==> src/rtl/mdu_iter.sv <==
// mdu_iter: iterative multiply/divide unit. It does one radix-2 step per clock.
//
// Operations:
//   MULH / MULHU  high word of the 64-bit product (signed / unsigned)
//   MULW          low word of the signed product; OV set if the product does
//                 not fit in 32 signed bits
//   DIVW / DIVWU  quotient truncated toward zero (signed / unsigned);
//                 divide by zero and signed overflow return C=0 with OV=1
//
// Ports:
//   clk     clock; all state changes on the rising edge
//   rst_n   asynchronous active-low reset
//   A, B    operands (bit 0 is the MSB)
//   Op      operation select
//   start   request; A/B/Op are captured when accepted in IDLE or DONE
//   cancel  abort the operation in flight (RUN or FIX) with no done pulse
//   busy    high while in RUN or FIX
//   done    one-cycle result-valid pulse
//   C       result register
//   D       {OV, LT, GT, EQ}; the last three are CR0 of C read as signed
//
// Latency: start at edge t -> busy for cycles t+1..t+33 -> done at t+34.
// Optional macro MDU_EARLY_OUT_EN: a multiply with a zero operand, or a
// divide with B=0, skips RUN and raises done at t+2. Results are the same.

`ifndef ARCH_WIDTH
`define ARCH_WIDTH 32
`endif
`ifndef MDUOp_WIDTH
`define MDUOp_WIDTH 3
`endif
`ifndef MDU_D_WIDTH
`define MDU_D_WIDTH 4
`endif
`ifndef MDUOp_MULH
`define MDUOp_MULH  3'd1
`define MDUOp_MULHU 3'd2
`define MDUOp_MULW  3'd3
`define MDUOp_DIVW  3'd4
`define MDUOp_DIVWU 3'd5
`endif

module mdu_iter (
  input  logic                    clk,
  input  logic                    rst_n,
  input  logic [0:`ARCH_WIDTH-1]  A,
  input  logic [0:`ARCH_WIDTH-1]  B,
  input  logic [0:`MDUOp_WIDTH-1] Op,
  input  logic                    start,
  input  logic                    cancel,
  output logic                    busy,
  output logic                    done,
  output logic [0:`ARCH_WIDTH-1]  C,
  output logic [0:`MDU_D_WIDTH-1] D
);
  localparam int W = `ARCH_WIDTH;

  typedef enum logic [1:0] {IDLE, RUN, FIX, DONE} state_t;
  state_t state, state_next;

  // Descending-order views of the MSB-first ports.
  logic [W-1:0]            a_val, b_val;
  logic [`MDUOp_WIDTH-1:0] op_in;
  assign a_val = A;
  assign b_val = B;
  assign op_in = Op;

  // Decoding of the incoming request.
  logic         is_mul_in, is_div_in, signed_in, accept, early;
  logic [W-1:0] a_mag, b_mag;
  assign is_mul_in = (op_in == `MDUOp_MULH) || (op_in == `MDUOp_MULHU) || (op_in == `MDUOp_MULW);
  assign is_div_in = (op_in == `MDUOp_DIVW) || (op_in == `MDUOp_DIVWU);
  assign signed_in = (op_in == `MDUOp_MULH) || (op_in == `MDUOp_MULW) || (op_in == `MDUOp_DIVW);
  assign a_mag     = (signed_in && a_val[W-1]) ? -a_val : a_val;
  assign b_mag     = (signed_in && b_val[W-1]) ? -b_val : b_val;
  assign accept    = start && ((state == IDLE) || (state == DONE));
`ifdef MDU_EARLY_OUT_EN
  assign early = (is_mul_in && ((a_val == '0) || (b_val == '0))) || (is_div_in && (b_val == '0));
`else
  assign early = 1'b0;
`endif

  // Iteration registers. hi:lo is the product accumulator during a multiply.
  // During a divide, hi is the partial remainder and lo shifts the dividend
  // out and the quotient in.
  logic [4:0]              cnt;
  logic [W-1:0]            hi, lo, opnd;
  logic [`MDUOp_WIDTH-1:0] op_reg;
  logic                    neg, div_special, is_div_reg;
  logic [W-1:0]            c_reg;
  logic [3:0]              d_reg;
  assign is_div_reg = (op_reg == `MDUOp_DIVW) || (op_reg == `MDUOp_DIVWU);

  // Shift-add multiply step: conditionally add multiplicand, shift right.
  logic [W:0] add_sum;
  assign add_sum = {1'b0, hi} + (lo[0] ? {1'b0, opnd} : {(W+1){1'b0}});

  // Restoring divide step: shift in next dividend bit, subtract if it fits.
  logic [W:0] shifted, diff;
  logic       borrow;
  assign shifted = {hi, lo[W-1]};
  assign diff    = shifted - {1'b0, opnd};
  assign borrow  = shifted < {1'b0, opnd};

  // Sign correction and result selection, used in FIX.
  logic [2*W-1:0] prod_s;
  logic [W-1:0]   quo_s, res;
  logic           res_ov;
  assign prod_s = neg ? -{hi, lo} : {hi, lo};
  assign quo_s  = neg ? -lo : lo;

  always_comb begin
    res    = '0;
    res_ov = 1'b0;
    case (op_reg)
      `MDUOp_MULH, `MDUOp_MULHU: res = prod_s[2*W-1:W];
      `MDUOp_MULW: begin
        res    = prod_s[W-1:0];
        res_ov = prod_s[2*W-1:W] != {W{prod_s[W-1]}};
      end
      `MDUOp_DIVW, `MDUOp_DIVWU: begin
        res    = div_special ? '0 : quo_s;
        res_ov = div_special;
      end
      default: ;
    endcase
  end

  always_ff @(posedge clk or negedge rst_n) begin
    if (!rst_n) state <= IDLE;
    else        state <= state_next;
  end

  always_comb begin
    state_next = state;
    busy       = 1'b0;
    done       = 1'b0;
    case (state)
      IDLE: if (start) state_next = early ? FIX : RUN;
      RUN: begin
        busy = 1'b1;
        if (cancel)              state_next = IDLE;
        else if (cnt == 5'd31)   state_next = FIX;
      end
      FIX: begin
        busy       = 1'b1;
        state_next = cancel ? IDLE : DONE;
      end
      DONE: begin
        done       = 1'b1;
        state_next = start ? (early ? FIX : RUN) : IDLE;
      end
      default: state_next = IDLE;
    endcase
  end

  always_ff @(posedge clk or negedge rst_n) begin
    if (!rst_n) begin
      cnt         <= '0;
      hi          <= '0;
      lo          <= '0;
      opnd        <= '0;
      op_reg      <= '0;
      neg         <= 1'b0;
      div_special <= 1'b0;
      c_reg       <= '0;
      d_reg       <= '0;
    end else begin
      if (accept) begin
        cnt    <= '0;
        hi     <= '0;
        op_reg <= op_in;
        neg    <= signed_in && (a_val[W-1] ^ b_val[W-1]);
        if (is_div_in) begin
          opnd <= b_mag;
          lo   <= a_mag;
        end else begin
          opnd <= a_mag;
          // A zero multiplicand must give an all-zero accumulator even if
          // the iterations are skipped.
          lo   <= (a_val == '0) ? '0 : b_mag;
        end
        div_special <= is_div_in && ((b_val == '0) ||
                       ((op_in == `MDUOp_DIVW) && (a_val == {1'b1, {(W-1){1'b0}}}) &&
                        (b_val == {W{1'b1}})));
      end else if (state == RUN) begin
        cnt <= cnt + 5'd1;
        if (is_div_reg) begin
          hi <= borrow ? shifted[W-1:0] : diff[W-1:0];
          lo <= {lo[W-2:0], ~borrow};
        end else begin
          hi <= add_sum[W:1];
          lo <= {add_sum[0], lo[W-1:1]};
        end
      end
      if ((state == FIX) && !cancel) begin
        c_reg <= res;
        d_reg <= {res_ov, res[W-1], ~res[W-1] && (res != '0), res == '0};
      end
    end
  end

  assign C = c_reg;
  assign D = d_reg;

endmodule

==> config.mk <==
export PLATFORM = sky130hd
export DESIGN_NAME = mdu_iter
export DESIGN_NICKNAME = d
export VERILOG_FILES = /design/src/rtl/mdu_iter.sv
export SDC_FILE = /design/constraint.sdc
export NUM_CORES = 1
export LEC_CHECK = 0
export ABC_CLOCK_PERIOD_IN_PS = 11200
export CORE_ASPECT_RATIO = 1.1
export CORE_MARGIN = 2
export CORE_UTILIZATION = 54
export CTS_BUF_LIST = sky130_fd_sc_hd__clkbuf_8 sky130_fd_sc_hd__clkbuf_16
export DETAILED_ROUTE_END_ITERATION = 16
export PLACE_DENSITY = 0.83
export SLEW_MARGIN = 20
export SYNTH_ARGS = -nofsm -noshare
export SYNTH_HDL_FRONTEND = slang
export SYNTH_SLANG_ARGS = --single-unit
==> constraint.sdc <==
create_clock -name clk -period 11.2 [get_ports clk]
set_input_delay 2.24 -clock clk [delete_from_list [all_inputs] [get_ports clk]]
set_output_delay 2.24 -clock clk [all_outputs]
set_load 0.1 [all_outputs]
==> run metrics, run 1 <==
Slew @ Worst Pin around 1.1 ns; Iter 0 DRT Violations 1956; register area share after synthesis 24.3%; via/cell ratio ~6.8; max frequency around 190 MHz; clk root buf clkbuf_16; IO Count between 100 and 150; I/O Buffers approximately 110; final count of negative-setup-slack endpoints 0; pre-CTS setup slack ~5.5 ns; Largest regs hi x32, lo x32, opnd x32; post-route setup slack 5.87 ns; cell taking the most area after synthesis dfrtp_1; CP Data Required Time between 10 and 15 ns; Setup crit start A[27]; multi-input logic area about 0.010 mm²; layout cells sized above 1 around 4.4%; vias in the first global route between 10000 and 15000; CTS Hold Bufs 0; Critical Path Start Type input pin; Yosys cell types 78; Pwr Density approximately 350 mW/mm²; P&R area growth vs syn 12.0%; core area around 0.027 mm²; Setup TNS 0 ns; status finished clean; R2R setup slack 6.40 ns; synth cell count leaders 258 x nand2_1, 192 x o21ai_0, 143 x dfrtp_1, 142 x nor2_1, 111 x a21oi_1; post-CTS setup buffer count 0; per-instance average area after synthesis 7.43 µm²; fillers ~2400; critical hold path startpoint C[18]$_DFFE_PN0P_; clk_skew 0.0125 ns; Post-synth EDFFs 0; CTS clock-pin slew for the worst setup and hold paths about 0.07 ns; CTS H-Tree Depth 4; Clock Tree Buf Depth 2; Setup crit end kind flop; placed insts ~2300; slew margin rel. around a quarter; Max VDD drop approximately 0.00018 V; clock tree sinks 143; GRT Total Usage 37.3%; leak pwr roughly 6.7 nW; CP Class input pin to flop; DRT antenna net count 0; # diodes 0; WL final approximately 54000 µm; Final Max Tran Viols 0; post-route DRC violation count 0; crit path max fanout 6; largest net degree at the start of global routing around 120; Post-Layout Cell Count roughly 2400; top-area cell type share of the netlist area 24.3%; RSZ-0062 raised after global routing false; post-layout min period about 5.3 ns; Ys Warns 0; Reg-to-Reg Start lo[0]$_DFFE_PN0P_; CTS tree done; Die Width approximately 160 µm; HPWL after DPL between 40000 and 50000 µm; DRT Pass-1 Iters 6; post-cts sizing count 0; die area between 0.02 and 0.03 mm²; Max Cap Viol 0; register area about 0.0036 mm²; Vias 16000; CP arrival approximately 5.6 ns; DIE HEIGHT around 180 µm; Initial Util a little over half; total CTS buffers 17; gpl congestion a little under 1; register bit count reported by yosys about 140; GRT overflow 0; first-pass GRT wire length approximately 84000 µm; initial antenna violation count 0; ys flop type dfrtp_1; most frequent cell after synthesis nand2_1; net total in the final layout roughly 2100; Final Cycle Share a little under half; mapped cell area 0.0147 mm²; row count 63; clk_lat worst skew between 0.4 and 0.5 ns; FFs w/ async S/R, synth 100%; Tot Pwr between 5 and 6 mW; top area cells in the synthesized netlist dfrtp_1 24%, nand2_1 6.6%, o21ai_0 6.5%, ha_1 6.4%, xnor2_1 5.1%; wire per inst roughly 23 µm; Hold Path Class flop to flop; syn_nets about 2100; cells after synthesis 1983; Final Hold Vio Count 0
## power breakdown
part | switching, mW | internal [mW]
sequential | 0.389 | 0.751
clock | 0.263 | 0.361
combinational | 2.65 | 1.36
total | 3.31 | 2.47
## final timing paths
check,to,cells past startpoint
hold / removal,C[18]$_DFFE_PN0P_,2
min in group asynchronous,C[9]$_DFFE_PN0P_,1
setup / recovery,lo[29]$_DFFE_PN0P_,10
setup reg to reg,D[2]$_DFFE_PN0P_,12
hold reg to reg,C[18]$_DFFE_PN0P_,2
max in group asynchronous,neg$_DFFE_PN0P_,2
## cell type report
cell class                 instances  area share [%]
multi-input combinational       1642            63.0
sequential                       143            21.7
timing repair buffer             126            7.38
tap                              357            2.71
clock buffer                      18            2.66
inverter                          63            1.43
clock inverter                    14            1.09
## logic make-up after synthesis
logic type	share of synthesized area, %
buffers and inverters	5.30
adder cells (fa/ha/maj)	6.64
AND/OR/NAND/NOR	24.7
multiplexers	2.43
AO/OA/AOI/OAI	26.7
flip-flops	24.3
XOR/XNOR	9.98
## cell usage in the layout, fill, tap and decap left out, types with 12 or more instances in the layout
master and instances:
clkbuf_16 17, o21a_1 28, xor2_1 82, ha_1 74, or4_1 20, o21ai_0 192, nor2_1 140, nor4_1 34
and3_1 14, a31oi_1 26, o211ai_1 15, nand3_1 83, o31ai_1 29, a21o_1 33, nand2b_1 16, nand4_1 29
inv_1 62, nor2b_1 12, a211oi_1 16, or3_1 30, o221ai_1 14, nand2_1 258, clkdlybuf4s50_1 107, mux2i_1 29
nor3_1 51, o41ai_1 22, a21oi_1 111, o22ai_1 32, dfrtp_1 142, xnor2_1 86, and2_1 16, buf_4 18
## routing by layer
layer  share of wire [%]  track usage [%]  vias up
met5                   0                0        -
met4                 4.8             18.4        0
met3                  10             6.43      163
met2                  45             58.5     1030
met1                  41             49.9     7514
li1                    -                -     7289
## per-stage QoR
stage | area (µm²) | util, % | hold WS, ns
after CTS | 16500 | 61.4 | 0.485
after global routing | 16500 | 61.4 | 0.507
after global placement | 15900 | 59.1 | 0.462
final | 16500 | 61.4 | 0.478
after floorplan | 14700 | - | 0.450
after detailed placement | 15900 | 59.1 | 0.470
## worst max-delay path: stages
cell             delay, ns
clkdlybuf4s50_1       0.45
or4_1                 0.62
nor4_1                0.31
nand2_1               0.23
nor4_1                0.86
nand2_1               0.16
o31ai_1               0.29
xnor2_1               0.13
a221oi_1              0.30
a21oi_1               0.06
Note: power is estimated with default switching activity, not from simulation.
==> run 2, diff against run 1 <==
--- a/config.mk
+++ b/config.mk
@@ -5,7 +5,7 @@
 export SDC_FILE = /design/constraint.sdc
 export NUM_CORES = 1
 export LEC_CHECK = 0
-export ABC_CLOCK_PERIOD_IN_PS = 11200
+export ABC_CLOCK_PERIOD_IN_PS = 5200
 export CORE_ASPECT_RATIO = 1.1
 export CORE_MARGIN = 2
 export CORE_UTILIZATION = 54
==> constraint.sdc (replaced) <==
create_clock -name clk -period 5.2 [get_ports clk]
set_input_delay 1.04 -clock clk [delete_from_list [all_inputs] [get_ports clk]]
set_output_delay 1.04 -clock clk [all_outputs]
set_load 0.1 [all_outputs]
==> run 2 against run 1 <==
Clock power rose by 110%; via count up 0.69%; critical endpoint is now hi[1]$_DFFE_PN0P_; combinational power rose by 130%; clock skew fell by 0.00093 ns; final cell count increased by 1.4%; register-to-register slack lost 5.4 ns; largest power group unchanged; worst hold slack worse by 0.00079 ns.
==> run metrics, run 2 (same netlist as run 1, synthesis figures left out) <==
status finished clean; post-route DRC violation count 0 (unchanged); # diodes 0 (unchanged); Switch Pwr 7.15 mW (+120%); crit path max fanout 10 (+4); total CTS buffers 17 (unchanged); Top cell by count, worst path o21ai_0; core area 0.0269 mm² (unchanged); most frequent cells in the layout 258 x nand2_1, 192 x o21ai_0, 142 x dfrtp_1; DRT Pass-1 Iters 6 (unchanged); initial antenna violation count 2 (+2); Slew @ Worst Pin 1.11 ns (+0.00945 ns); multi-input logic area 0.0104 mm² (about the same); Tot Pwr 12.6 mW (+120%); R2R setup slack 1.01 ns (-5.39 ns); row count 63 (unchanged); commonest non-fill, non-tap cell in the layout nand2_1; Setup crit end kind flop; I/O Buffers 108 (unchanged); Combinational Power Share 71.7% (+2.2 points); r2r worst-path depth 11 (-1); Final Hold Vio Count 0 (unchanged); leak pwr 6.86 nW (+2.5%); Setup crit start hi[0]$_DFFE_PN0P_; switch share 56.7% (-0.47 points); Vias 16100 (+0.69%); post-layout min period 4.19 ns; GRT overflow 0 (unchanged); end of the critical path hi[1]$_DFFE_PN0P_; CTS Hold Bufs 0 (unchanged); layout cells sized above 1 5.79% (+1.4 points); Critical path buffers and inverters 1 (unchanged); clk_lat worst skew 0.44 ns (about the same); RSZ-0062 raised after global routing false; post-route setup slack 1.01 ns (-4.86 ns); CTS clock-pin slew for the worst setup and hold paths 0.07 ns (about the same); DIE HEIGHT 177 µm (unchanged); Iter 0 DRT Violations 1879 (-3.9%); die area 0.0286 mm² (unchanged); HPWL after DPL 42300 µm (+4.5%); Clock Tree Buf Depth 2 (unchanged); net total in the final layout 2173 (+1.5%); DRT antenna net count 0 (unchanged); gpl congestion 1.03 (+4.6%); slew margin rel. 25.9% (-0.70 points); CP Class flop to flop; clk_skew 0.0115 ns (-0.000927 ns); CP Cell Sequence ha_1, nor2b_1, o2111a_1, o21ai_0, a31oi_1, o211ai_1, a211oi_1, buf_4, nor2_1, o21ai_0, a221o_1; CP arrival 4.52 ns (-1.12 ns); IO Count 109 (unchanged); Max Cap Viol 0 (unchanged); Largest regs hi x32, lo x32, opnd x32; register area 0.00358 mm² (unchanged); Reg-to-Reg Start hi[0]$_DFFE_PN0P_; cell family with most CP delay compound AO/OA/AOI/OAI gates; first-pass GRT wire length 85400 µm (+1.9%); P&R area growth vs syn 13.6%; Initial Util 54.8% (unchanged); WL final 54900 µm (+1.9%); Crit path depth 11 (+1); placed insts 2363 (+1.4%); Critical Path Start Type flop; largest stage delay on the critical path 0.65 ns (-0.21 ns); Reg2Reg Capture Point hi[1]$_DFFE_PN0P_; Final Max Tran Viols 0 (unchanged); pre-CTS setup slack 0.976 ns (-4.48 ns); CP Data Required Time 5.53 ns (-5.98 ns); CTS tree done; Max VDD drop 0.000386 V (+110%); Pwr Density 752 mW/mm² (+110%); Sequential Power Share 18.1% (-1.6 points); Final Cycle Share 80.6%; GRT Total Usage 38.1% (+0.82 points); post-CTS setup buffer count 0 (unchanged); clock tree sinks 143 (unchanged); clock share of power 10.3% (-0.5 points); final count of negative-setup-slack endpoints 0 (unchanged); Slowest-stage cell, CP nor2_1; Finished Cell Area 0.0167 mm² (+1.5%); max frequency approximately 240 MHz; Power Internal 5.45 mW (+120%); wire per inst 22.9 µm (+0.58%); largest net degree at the start of global routing 92 (-22%); vias in the first global route 15300 (+1.7%); Post-Layout Cell Count 2395 (+1.4%); Placed Area 0.0161 mm² (+1.7%); clk root buf clkbuf_16; Setup TNS 0 ns (unchanged); fillers 2425 (+0.17%); Die Width 162 µm (unchanged); Hold Path Class flop to flop; CTS H-Tree Depth 4 (unchanged); post-cts sizing count 0 (unchanged); via/cell ratio 6.72 (-0.66%)
## run 2: cell count changes in the layout (fill, tap and decap cells not counted), sizes merged
cell,previous run,this run
buf,19,51
clkinv,2,5
clkinvlp,3,2
inv,69,67
## run 2: cell type report
| class | count | share of cell area [%] |
|---|---|---|
| Sequential cell | 143 | 21.4 |
| Clock buffer | 18 | 2.62 |
| Clock inverter | 14 | 0.994 |
| Tap cell | 357 | 2.67 |
| Multi-Input combinational cell | 1642 | 62.1 |
| Timing Repair Buffer | 158 | 8.85 |
| Inverter | 63 | 1.41 |
## run 2: layer usage
layer / part of all wire (%) / routed length [µm] / vias up / track usage (%)
met4: 5.1 / 2780 / 4 / 18.3
met3: 9.3 / 5100 / 177 / 6.99
li1: - / - / 7364 / -
met2: 45 / 24900 / 921 / 60.9
met1: 40 / 22100 / 7640 / 49.9
met5: 0.044 / 24 / - / 0
## run 2: power by group through the flow
| stage | logic, mW | clock network (mW) | registers, mW |
|---|---|---|---|
| final | 9.03 | 1.30 | 2.28 |
| after floorplan | 5.65 | 0 | 2.77 |
| after global routing | 9.67 | 1.35 | 2.32 |
| after detailed placement | 8.72 | 0 | 2.26 |
| after CTS | 8.77 | 1.30 | 2.25 |
| after global placement | 8.63 | 0 | 2.23 |
## run 2: worst min-delay path, stage by stage, from the launching register on
cell,delay [ns]
dfrtp_1,0.34
nand2_1,0.04
o21ai_0,0.06
## run 2: worst min path at each step
stage                                   start                   to  slack [ns]  depth (start not counted)
after CTS                   C[16]$_DFFE_PN0P_    C[16]$_DFFE_PN0P_        0.48                          2
after global placement      C[21]$_DFFE_PN0P_    C[21]$_DFFE_PN0P_        0.46                          2
after floorplan           opnd[8]$_DFFE_PN0P_  opnd[8]$_DFFE_PN0P_        0.45                          2
after global routing         C[7]$_DFFE_PN0P_     C[7]$_DFFE_PN0P_        0.51                          1
final                       C[10]$_DFFE_PN0P_    C[10]$_DFFE_PN0P_        0.48                          2
after detailed placement    C[16]$_DFFE_PN0P_    C[16]$_DFFE_PN0P_        0.47                          2
## run 2: through the flow
stage	hold slack, ns	utilization, %
5_1_grt	0.514	62.3
3_3_place_gp	0.458	60.1
3_5_place_dp	0.466	60.1
4_1_cts	0.481	62.3
2_1_floorplan	0.450	-
6_report	0.477	62.3
==> run 3, diff against run 2 <==
--- a/config.mk
+++ b/config.mk
@@ -5,13 +5,13 @@
 export SDC_FILE = /design/constraint.sdc
 export NUM_CORES = 1
 export LEC_CHECK = 0
-export ABC_CLOCK_PERIOD_IN_PS = 5200
+export ABC_CLOCK_PERIOD_IN_PS = 3600
 export CORE_ASPECT_RATIO = 1.1
 export CORE_MARGIN = 2
 export CORE_UTILIZATION = 54
 export CTS_BUF_LIST = sky130_fd_sc_hd__clkbuf_8 sky130_fd_sc_hd__clkbuf_16
 export DETAILED_ROUTE_END_ITERATION = 16
-export PLACE_DENSITY = 0.83
+export PLACE_DENSITY = 0.86
 export SLEW_MARGIN = 20
 export SYNTH_ARGS = -nofsm -noshare
 export SYNTH_HDL_FRONTEND = slang
==> constraint.sdc (replaced) <==
create_clock -name clk -period 3.6 [get_ports clk]
set_input_delay 0.72 -clock clk [delete_from_list [all_inputs] [get_ports clk]]
set_output_delay 0.72 -clock clk [all_outputs]
set_load 0.1 [all_outputs]
==> run 3 against run 2 <==
Total power rose by 54%; first-iteration DRC count fell by 8.0%; wire length rose by 4.7%; worst setup slack got worse by 0.91 ns; combinational power rose by 62%; clock skew rose by 0.0015 ns; critical path depth fell by 2; global-route usage rose by 1.7 points; non-clock buffer count rose by 158; highest routed layer unchanged.
==> run metrics, run 3 (same netlist as run 1, synthesis figures left out) <==
GRT Total Usage 39.8% (+1.7 points); post-route setup slack 0.0980 ns (-0.909 ns); DRT antenna net count 0 (unchanged); largest net degree at the start of global routing 118 (+28%); I/O Buffers 108 (unchanged); Vias 16800 (+4.2%); CP arrival 3.83 ns (-0.69 ns); Reg-to-Reg Start lo[6]$_DFFE_PN0P_; crit path max fanout 4 (-6); die area 0.0286 mm² (unchanged); clk root buf clkbuf_16; Finished Cell Area 0.0181 mm² (+8.1%); P&R area growth vs syn 22.8%; Setup TNS 0 ns (unchanged); GRT overflow 0 (unchanged); largest stage delay on the critical path 0.61 ns (-0.04 ns); vias in the first global route 16100 (+5.7%); first-pass GRT wire length 88400 µm (+3.5%); Initial Util 54.8% (unchanged); core occupancy in the finished layout 67.4% (+5.1 points); Max Cap Viol 0 (unchanged); Setup crit end kind flop; post-route DRC violation count 0 (unchanged); Max VDD drop 0.000539 V (+40%); Die Width 162 µm (unchanged); total CTS buffers 17 (unchanged); max frequency 286 MHz (+20%); Largest regs hi x32, lo x32, opnd x32; row count 63 (unchanged); Slowest-stage cell, CP or4_1; gpl congestion 1.03 (about the same); WL final 57500 µm (+4.7%); Critical Path Start Type flop; Reg2Reg Capture Point D[0]$_DFFE_PN0P_; CP Class flop to flop; hold slack 0.254 ns (-0.223 ns); # diodes 0 (unchanged); final count of negative-setup-slack endpoints 0 (unchanged); Slew @ Worst Pin 1.22 ns (+0.107 ns); status finished clean; wire per inst 22.5 µm (-1.8%); CTS H-Tree Depth 4 (unchanged); CTS tree done; Placed Area 0.0173 mm² (+7.4%); CP Cell Sequence or4_4, or3_1, or3_4, o41ai_2, xnor2_1, or4_1, nand4b_4, a221oi_2, a21oi_1; layout cells sized above 1 13.8% (+8.0 points); IO Count 109 (unchanged); via/cell ratio 6.58 (-2.2%); clock tree sinks 143 (unchanged); core area 0.0269 mm² (unchanged); DRT Pass-1 Iters 6 (unchanged); Pwr Density 1070 mW/mm² (+43%); most frequent cells in the layout 258 x nand2_1, 205 x buf_4, 186 x o21ai_0; CP Data Required Time 3.93 ns (-1.60 ns); Hold Path Class input pin to asynchronous set/reset pin; DIE HEIGHT 177 µm (unchanged); Final Max Tran Viols 0 (unchanged); CTS clock-pin slew for the worst setup and hold paths 0.07 ns (about the same); net total in the final layout 2331 (+7.3%); Critical path buffers and inverters 0 (-1); R2R setup slack 0.1 ns (-0.91 ns); slew margin rel. 18.7% (-7.2 points); commonest non-fill, non-tap cell in the layout nand2_1; HPWL after DPL 45100 µm (+6.7%); r2r worst-path depth 9 (-2); initial antenna violation count 1 (-1); Final Hold Vio Count 0 (unchanged); clk_skew 0.0130 ns (+0.00151 ns); CTS Hold Bufs 0 (unchanged); cell family with most CP delay simple AND/OR/NAND/NOR gates; pre-CTS setup slack -0.314 ns (-1.29 ns); Clock Tree Buf Depth 2 (unchanged); Iter 0 DRT Violations 1728 (-8.0%); post-layout min period 3.50 ns (-0.691 ns); Final Cycle Share 97.3% (+17 points); leak pwr 7.65 nW (+12%); clk_lat worst skew 0.46 ns (+0.02 ns)
## run 3: cell types whose count changed in the layout (fill, tap and decap cells not counted), sizes merged
| cell | delta |
|---|---|
| clkdlybuf4s50 | -2 |
| clkbuf | -1 |
| bufinv | -1 |
| clkinvlp | +2 |
| buf | +160 |
| clkinv | -2 |
| inv | +2 |
## run 3: worst max path at each step
stage	cells after the start	start	end	slack (ns)
2_1_floorplan	13	lo[6]$_DFFE_PN0P_	D[0]$_DFFE_PN0P_	-0.05
3_3_place_gp	12	A[27]	lo[29]$_DFFE_PN0P_	-0.30
3_5_place_dp	12	A[27]	lo[29]$_DFFE_PN0P_	-0.31
4_1_cts	11	lo[25]$_DFFE_PN0P_	D[0]$_DFFE_PN0P_	0.01
5_1_grt	13	lo[0]$_DFFE_PN0P_	D[2]$_DFFE_PN0P_	-0.02
6_report	9	lo[6]$_DFFE_PN0P_	D[0]$_DFFE_PN0P_	0.1
## run 3: per-layer routing
metal  global-route usage (%)  wire (µm)  share of wire (%)
met3                     9.68       5870                 10
met4                     23.5       3850                6.7
met5                        0         15              0.026
met1                     49.3      22500                 39
met2                     63.2      25300                 44
## run 3: final cells by class
class                           instances  area (µm²)
Fill cell                            2333        8770
Clock inverter                         15         158
Clock buffer                           17         425
Timing Repair Buffer                  316        2700
Multi-Input combinational cell       1642       10600
Sequential cell                       143        3580
Tap cell                              357         447
Inverter                               63         236
## run 3: through the flow
stage	total power, mW	cells
2_1_floorplan	12.2	1983
3_3_place_gp	16.6	2517
3_5_place_dp	16.9	2517
4_1_cts	18.8	2549
5_1_grt	20.5	2553
6_report	19.4	2553
## run 3: where the power goes
part | switching (mW) | total (mW) | internal [mW]
clock network | 0.801 | 1.83 | 1.03
logic | 9.28 | 14.6 | 5.29
registers | 0.673 | 3.02 | 2.35
## run 3: worst register-to-register path, delay by kind of cell, from the launching register on
kind,cells,cell delay [ns]
flip-flops,1,0.38
AND/OR/NAND/NOR,5,2.21
AO/OA/AOI/OAI,3,0.64
XOR/XNOR,1,0.15
## run 3: repair_timing
item,4_1_cts,5_1_grt
endpoints found under the setup margin,6,17
pin swaps,0,6
gates resized for setup,3,29
setup buffers,0,4
